===== config.mk =====
export PLATFORM = sky130hd
export DESIGN_NAME = recovery_rf_restore
export DESIGN_NICKNAME = d
export VERILOG_FILES = /design/src/rtl/recovery_rf_restore_pkg.sv /design/src/rtl/recovery_rf_restore_pipe.sv /design/src/rtl/recovery_rf_restore.sv
export SDC_FILE = /design/constraint.sdc
export NUM_CORES = 1
export LEC_CHECK = 0
export ABC_AREA = 0
export CORE_UTILIZATION = 39
export CTS_CLUSTER_SIZE = 8
export DETAILED_ROUTE_END_ITERATION = 12
export GPL_TIMING_DRIVEN = 0
export PLACE_DENSITY_LB_ADDON = 0.25
export SLEW_MARGIN = 20
export SYNTH_ARGS = -nofsm -noshare
export SYNTH_HDL_FRONTEND = slang
export SYNTH_SLANG_ARGS = --single-unit

===== constraint.sdc =====
create_clock -name clk_i -period 1.9 [get_ports clk_i]
set_input_delay 0.38 -clock clk_i [delete_from_list [all_inputs] [get_ports clk_i]]
set_output_delay 0.38 -clock clk_i [all_outputs]
set_load 0.01 [all_outputs]

===== src/rtl/recovery_rf_restore_pkg.sv =====
// Shared definitions for the HMR register-file restore sequencer.
package recovery_rf_restore_pkg;

  typedef enum logic [1:0] {
    IDLE  = 2'd0,
    READ  = 2'd1,
    DRAIN = 2'd2,
    DONE  = 2'd3
  } restore_state_e;

endpackage


===== src/rtl/recovery_rf_restore_pipe.sv =====
// Stall-holding register for one read pair on its way to the core RF write ports.
module recovery_rf_restore_pipe #(
  parameter type pair_t = logic
) (
  input  logic  clk_i,
  input  logic  rst_i,
  input  logic  flush_i,
  input  logic  stall_i,
  input  logic  load_i,
  input  pair_t pair_i,
  output logic  valid_o,
  output pair_t pair_o
);

  logic  valid_q, valid_d;
  pair_t pair_q, pair_d;

  // NOTE: every signal written here gets a default first so no latch is inferred.
  always_comb begin
    valid_d = valid_q;
    pair_d  = pair_q;
    if (flush_i) begin
      valid_d = 1'b0;
    end else if (!stall_i) begin
      // The held pair is consumed this cycle; replace it or go empty.
      valid_d = load_i;
      if (load_i) begin
        pair_d = pair_i;
      end
    end
  end

  // NOTE: sequential state uses non-blocking assignments only.
  always_ff @(posedge clk_i) begin
    if (rst_i) begin
      valid_q <= 1'b0;
      pair_q  <= '0;
    end else begin
      valid_q <= valid_d;
      pair_q  <= pair_d;
    end
  end

  assign valid_o = valid_q;
  assign pair_o  = pair_q;

endmodule


===== src/rtl/recovery_rf_restore.sv =====
// Restore sequencer: walks the recovery RF two words per cycle, replays each pair
// into the core RF through its two write ports, then pulses done to the controller.
module recovery_rf_restore
  import recovery_rf_restore_pkg::*;
#(
  parameter  int unsigned DataWidth = 32,
  parameter  int unsigned NumWords  = 32,
  localparam int unsigned AddrWidth = $clog2(NumWords)
) (
  input  logic                 clk_i,
  input  logic                 rst_i,
  input  logic                 start_i,
  input  logic                 abort_i,
  input  logic                 stall_i,
  output logic                 busy_o,
  output logic                 done_o,
  output logic [AddrWidth-1:0] raddr_a_o,
  output logic [AddrWidth-1:0] raddr_b_o,
  input  logic [DataWidth-1:0] rdata_a_i,
  input  logic [DataWidth-1:0] rdata_b_i,
  output logic [AddrWidth-1:0] waddr_a_o,
  output logic [DataWidth-1:0] wdata_a_o,
  output logic                 we_a_o,
  output logic [AddrWidth-1:0] waddr_b_o,
  output logic [DataWidth-1:0] wdata_b_o,
  output logic                 we_b_o
);

  typedef struct packed {
    logic [AddrWidth-1:0] addr_a;
    logic [DataWidth-1:0] data_a;
    logic [AddrWidth-1:0] addr_b;
    logic [DataWidth-1:0] data_b;
  } restore_pair_t;

  localparam logic [AddrWidth-1:0] LastCnt = AddrWidth'(NumWords - 2);

  restore_state_e       state_q, state_d;
  logic [AddrWidth-1:0] cnt_q, cnt_d;
  logic [AddrWidth-1:0] raddr_a, raddr_b;
  logic                 load;
  logic                 pipe_valid;
  restore_pair_t        load_pair;
  restore_pair_t        pipe_pair;

  always_comb begin
    state_d = state_q;
    cnt_d   = cnt_q;
    load    = 1'b0;
    unique case (state_q)
      IDLE: begin
        if (start_i) begin
          state_d = READ;
          cnt_d   = '0;
        end
      end
      READ: begin
        if (!stall_i) begin
          load = 1'b1;
          // Leave before the final increment so the counter never wraps.
          if (cnt_q == LastCnt) begin
            state_d = DRAIN;
          end else begin
            cnt_d = cnt_q + AddrWidth'(2);
          end
        end
      end
      DRAIN: begin
        if (pipe_valid && !stall_i) begin
          state_d = DONE;
        end
      end
      DONE: state_d = IDLE;
      default: state_d = IDLE;
    endcase
    if (abort_i) begin
      state_d = IDLE;
      load    = 1'b0;
    end
  end

  always_ff @(posedge clk_i) begin
    if (rst_i) begin
      state_q <= IDLE;
      cnt_q   <= '0;
    end else begin
      state_q <= state_d;
      cnt_q   <= cnt_d;
    end
  end

  // cnt is always even, so OR-ing in the busy bit gives cnt+1 while restoring
  // and keeps port B at zero out of reset.
  assign raddr_a = cnt_q;
  assign raddr_b = cnt_q | AddrWidth'(state_q != IDLE);

  always_comb begin
    load_pair = '{addr_a: raddr_a, data_a: rdata_a_i,
                  addr_b: raddr_b, data_b: rdata_b_i};
  end

  recovery_rf_restore_pipe #(
    .pair_t (restore_pair_t)
  ) u_pipe (
    .clk_i   (clk_i),
    .rst_i   (rst_i),
    .flush_i (abort_i),
    .stall_i (stall_i),
    .load_i  (load),
    .pair_i  (load_pair),
    .valid_o (pipe_valid),
    .pair_o  (pipe_pair)
  );

  assign raddr_a_o = raddr_a;
  assign raddr_b_o = raddr_b;
  assign waddr_a_o = pipe_pair.addr_a;
  assign wdata_a_o = pipe_pair.data_a;
  assign waddr_b_o = pipe_pair.addr_b;
  assign wdata_b_o = pipe_pair.data_b;

  // x0 is hard-wired zero in the core, so its write is dropped.
  assign we_b_o = pipe_valid & ~stall_i & ~abort_i;
  assign we_a_o = we_b_o & (pipe_pair.addr_a != '0);

  assign busy_o = (state_q != IDLE);
  assign done_o = (state_q == DONE) & ~abort_i;

endmodule


# Word-level counts from Yosys, hierarchy flattened
# Cells that the tools add are included.
dict set report op_classes {
  add_sub_neg 1
  n_eq_ne 9
  muxes 12
  n_bitwise 7
  reduce_logical 10
}
# op count
set ops {}
lappend ops {{2-to-1 mux 5 bit} 3}
lappend ops {{!= test 2 bit (second input constant)} 5}
lappend ops {{one-hot mux 5 bit (2 select lines)} 1}
lappend ops {{2-to-1 mux 2 bit} 4}
lappend ops {{one-hot mux 2 bit (4 select lines)} 1}
lappend ops {{AND reduction 4 bit} 2}
lappend ops {{adder 5 x 2 -> 5 bit (second input constant)} 1}
lappend ops {{== test 5 bit (second input constant)} 1}
lappend ops {{bitwise OR 5 x 1 -> 5 bit} 1}
lappend ops {{nonzero test 5 bit} 1}
lappend ops {{bitwise AND 1 bit} 4}
lappend ops {{== test 2 bit (second input constant)} 2}
lappend ops {{nonzero test 2 bit} 2}
lappend ops {{2-to-1 mux 1 bit} 3}
lappend ops {{AND reduction 3 bit} 1}
lappend ops {{== test 2 x 1 -> 1 bit (second input constant)} 1}
lappend ops {{logical NOT 2 bit} 1}
lappend ops {{inverter 1 bit} 2}
lappend ops {{OR reduction 2 bit} 1}
lappend ops {{logical AND 1 bit} 1}
lappend ops {{logical NOT 1 bit} 1}
dict set report word_totals {
  ff_bits 82
  output_inout_bits 88
  wordCells 46
}

# Depth between registers and ports, before layout
dict set report logic_depth {
  ltp_word 4
  ltp_mapped 10
  ltp_nobuf 6
}

# Hierarchy
# From an unflattened synthesis, not the netlist that was laid out.
dict set report unflattened {
  cells_unflattened 386
  hier_area_um2 3915.0
}
# mod instances cells_each area_per_inst_um2
set modules_own_cells {}
lappend modules_own_cells {recovery_rf_restore_pipe 1 324 3393.3}
lappend modules_own_cells {recovery_rf_restore 1 62 521.8}

# Worst setup path after synthesis
# No wires, ideal clock.
dict set report synth_path {
  path_kind {register to register}
  start {register state_q[1]}
  end {register u_pipe.pair_q, in the netlist u_pipe.pair_o[10]}
  setup_ns 0.132
  t_arrival_ns 1.525
  required_ns 1.768
  path_slack_ns 0.243
  stages_incl_launch_ff 11
  n_path_buf 4
  cell_sequence {dfxtp_1 inv_1 ha_1 buf_4 inv_2 or3_1 buf_2 buf_6 buf_6 nand2_1 a21oi_1}
}
dict set report synth_between {
  elab_chain_len 4
}
# element line_no
set synth_lines {}
lappend synth_lines {{start: declaration} recovery_rf_restore.sv:38} ;# restore_state_e state_q, state_d;
lappend synth_lines {{start signal: assignment} recovery_rf_restore.sv:87} ;# state_q <= state_d;
lappend synth_lines {{== test 2 x 1 -> 1 bit} recovery_rf_restore.sv:50} ;# unique case (state_q)
lappend synth_lines {{2-to-1 mux 1 bit} recovery_rf_restore.sv:50}
lappend synth_lines {{2-to-1 mux 1 bit} recovery_rf_restore.sv:76} ;# if (abort_i) begin
lappend synth_lines {{AND reduction 3 bit (no line)} --}
lappend synth_lines {{end signal: assignment} recovery_rf_restore_pipe.sv:40} ;# pair_q <= pair_d;
lappend synth_lines {{end: declaration} recovery_rf_restore_pipe.sv:16} ;# pair_t pair_q, pair_d;
# No other way between the ends.
# A chain may end at the register's enable or synchronous reset.

# Worst setup path in the final report
dict set report layout_path {
  start {register cnt_q[1] (netlist: raddr_a_o[1])}
  end {output port raddr_b_o[1]}
}
dict set report layout_between {
  elab_chain_len 1
}
# element line_no
set layout_lines {}
lappend layout_lines {{start: declaration} recovery_rf_restore.sv:39} ;# logic [AddrWidth-1:0] cnt_q, cnt_d;
lappend layout_lines {{start signal: assignment} recovery_rf_restore.sv:88} ;# cnt_q <= cnt_d;
lappend layout_lines {{bitwise OR 5 x 1 -> 5 bit} recovery_rf_restore.sv:95} ;# assign raddr_b = cnt_q | AddrWidth'(state_q != IDLE);
lappend layout_lines {{end: declaration} recovery_rf_restore.sv:18} ;# output logic [AddrWidth-1:0] raddr_b_o,
# No other way between the ends.

==> results.cfg <==
[setup_path]
regToRegSetupSlack_ns = 0.08
reg2reg_depth = 10
crit_fanout = 7
arrival_ns = 1.45
critPathKind = reg2out
slowest_stage = clkdlybuf4s50_1
crit_chain = buf_4 -> clkdlybuf4s50_1
end_kind = primary output
worstReg2RegEnd = u_pipe.pair_o[1]$_SDFFE_PP0P_
timing.rr.start = state_q[1]$_SDFFE_PP0P_
critPathMaxStageDelay_ns = 0.52
crit_path_start_kind = register
crit_required_ns = 1.52

[placed_design]
hpwlAfterDp_mm = 6.11
io_buffers = 153
routabilityCongestion = 0.856

[floorplanning]
ioPinCount = 157
start_util = 0.403
core_mm2 = 0.00725
die_area_mm2 = 0.00785
rows = 31
fp.dieH_um = 88.6
die_x_um = 88.6

[logic_synthesis]
synth-edff-count = 0
synth_cell_type_count = 31
ys_async_sr_fraction = 0
yosysSeqAreaShare = 0.520
syn_area_per_cell_um2 = 7.97
synthCells = 367
synthFlopType = dfxtp_1
yosysWarnings = 0
syn_area_mm2 = 0.00293
ys_ff_latch = 76

[timing]
worst_slew_pin_slew_ns = 0.551
period_needed_ns = 1.83
min_period_over_period = 0.965
finalClockSkew_ns = 0.00556
fmax_mhz = 545
drv_slew = 0
slew_headroom = 0.632
rsz0062_at_grt = yes
setup_viol = 0
hold_viol = 0
fin_setup_tns_ns = 0

[clock_network]
root_buffer = clkbuf_8
cts_made_buffers = 9
clkLatencyLatePin_ns = 0.34
clk_pin_slew_ns = 0.08
cts.sinks = 76
cts_buffer_depth = 2
cts_tree = yes
htree_levels = 3

[global_route]
grt_first_pass_wirelength_mm = 12.4
grt_max_degree = 13
grt_pass1_vias = 2696
antenna_found_initial = 0
track_usage = 0.207
overflow = 0

[drt]
drc_errors = 0
ant_nets = 0
first_pass_iters = 4
drt-initial-drc-count = 77
vias_per_cell = 4.69
wire_per_inst_um = 12.9
dr_total_vias = 2988
wl_mm = 8.24

[hold_path]
min_path_cells = 2
whs_endpoint = u_pipe.pair_o[52]$_SDFFE_PP0P_
hold_class = reg2reg
hold_path.startpoint = u_pipe.pair_o[52]$_SDFFE_PP0P_

[cells_and_area]
design.final.nets = 607
antenna_cells = 0
final_layout_size_suffix_gt1_frac = 0.0985
areaGrowthSynthToFinish_pct = 65.5

[power_and_ir_drop]
power_density_mw_per_mm2 = 693
vdd_drop_max_v = 0.000379
leakage_nw = 1.76
finalPower_mw = 3.36

[run_status]
outcome = finished clean

[flow_run]
drv_cap = 0
[state kept, by name, indices dropped and copies added (netlist names)]
name and cells:
u_pipe.pair_o 69, u_pipe.valid_o 1, raddr_a_o 4, state_q 2
[synth_stat cells (2+ instances only)]
master	n	share of area
dfxtp_1	76	0.52
nor3_1	2	0.0034
clkbuf_1	8	0.010
a21oi_1	73	0.12
and3_1	2	0.0043
inv_1	4	0.0051
a211oi_1	2	0.0051
buf_2	13	0.022
nor2_1	3	0.0038
buf_4	12	0.031
nor2b_1	2	0.0043
nand2_1	140	0.18
a211o_1	2	0.0060
or4_1	2	0.0051
buf_6	3	0.012
nand3_1	2	0.0034
o21ai_0	3	0.0051
ha_1	5	0.021
[stage by stage]
| stage | cell area (um^2) | setup WS (ns) | utilization | instances | hold slack [ns] |
|---|---|---|---|---|---|
| 3_5_place_dp | 4590 | -0.454 | 0.632 | 620 | 0.446 |
| 2_1_floorplan | 2930 | 0.243 | - | 368 | 0.459 |
| 3_3_place_gp | 4590 | -0.486 | 0.632 | 620 | 0.441 |
| 4_1_cts | 4820 | 0.000676 | 0.665 | 637 | 0.434 |
| 6_report | 4840 | 0.0664 | 0.668 | 637 | 0.455 |
| 5_1_grt | 4840 | -0.00428 | 0.668 | 637 | 0.456 |
[logic make-up after synthesis]
kind of cell               after synthesis  share of synthesized area
buffers and inverters                   41                     0.0812
DFF                                     76                      0.520
adders and majority gates                5                     0.0214
and+or+nand+nor                        157                      0.214
muxes                                    1                    0.00342
AOI/OAI and AO/OA                       86                      0.159
other                                    1                    0.00128
[where the power goes]
group	switching, mW	total [mW]	internal (mW)
Combinational	0.150	0.371	0.221
Sequential	0.0145	1.63	1.62
Clock	0.579	1.35	0.775
Total	0.744	3.36	2.61
[area by class of cell]
| class | instances | area (um^2) |
|---|---|---|
| fill | 622 | 2410 |
| timing repair buffer | 154 | 1540 |
| sequential | 76 | 1530 |
| multi-input combinational | 251 | 1200 |
| buffer | 36 | 225 |
| clock buffer | 12 | 145 |
| tap | 99 | 124 |
| clock inverter | 4 | 72.6 |
| inverter | 5 | 18.8 |
[placed cells by master (no fill, tap or decap), drive strengths merged, types with 2 or more instances in the layout]
cell	count
inv	5
nor3	3
buf	29
clkdlybuf4s50	147
and3	2
nand2	140
or4	2
bufinv	2
o21ai	3
clkbuf	20
dlygate4sd2	5
a211o	2
nand3	2
conb	2
a211oi	2
nor2	3
dfxtp	76
ha	5
a21oi	73
nor2b	2
[layer usage]
layer,vias up,share of wire,wire length [um],GRT usage
li1,1525,-,-,-
met1,1344,0.42,3480,0.243
met2,108,0.48,3990,0.352
met3,11,0.080,659,0.0597
met4,0,0.013,111,0.0909
met5,-,0,0,0
[how the worst max path moves through the flow]
stage	start	depth (start not counted)	slack, ns	end
after floorplan	state_q[1]$_SDFFE_PP0P_	10	0.24	u_pipe.pair_o[10]$_SDFFE_PP0P_
after global placement	abort_i	4	-0.49	we_a_o
after detailed placement	abort_i	4	-0.45	we_a_o
after CTS	state_q[0]$_SDFFE_PP0P_	3	0.0007	done_o
after global routing	state_q[1]$_SDFFE_PP0P_	10	-0.004	u_pipe.pair_o[15]$_SDFFE_PP0P_
final	raddr_a_o[1]$_SDFFE_PP0P_	2	0.07	raddr_b_o[1]
[timing repair]
action / CTS / global route
hold endpoints to repair: 0 / 0
pin swaps: 1 / 0
buffers inserted: 1 / 0
hold buffers: 0 / 0
setup endpoints to repair: 47 / 25
gates resized for setup: 10 / 8
[critical path: cells and delay by family (launching register included)]
kind,cells,cell delay [ns]
buffers and inverters,2,0.67
DFF,1,0.45
(Power assumes the default switching activity.)
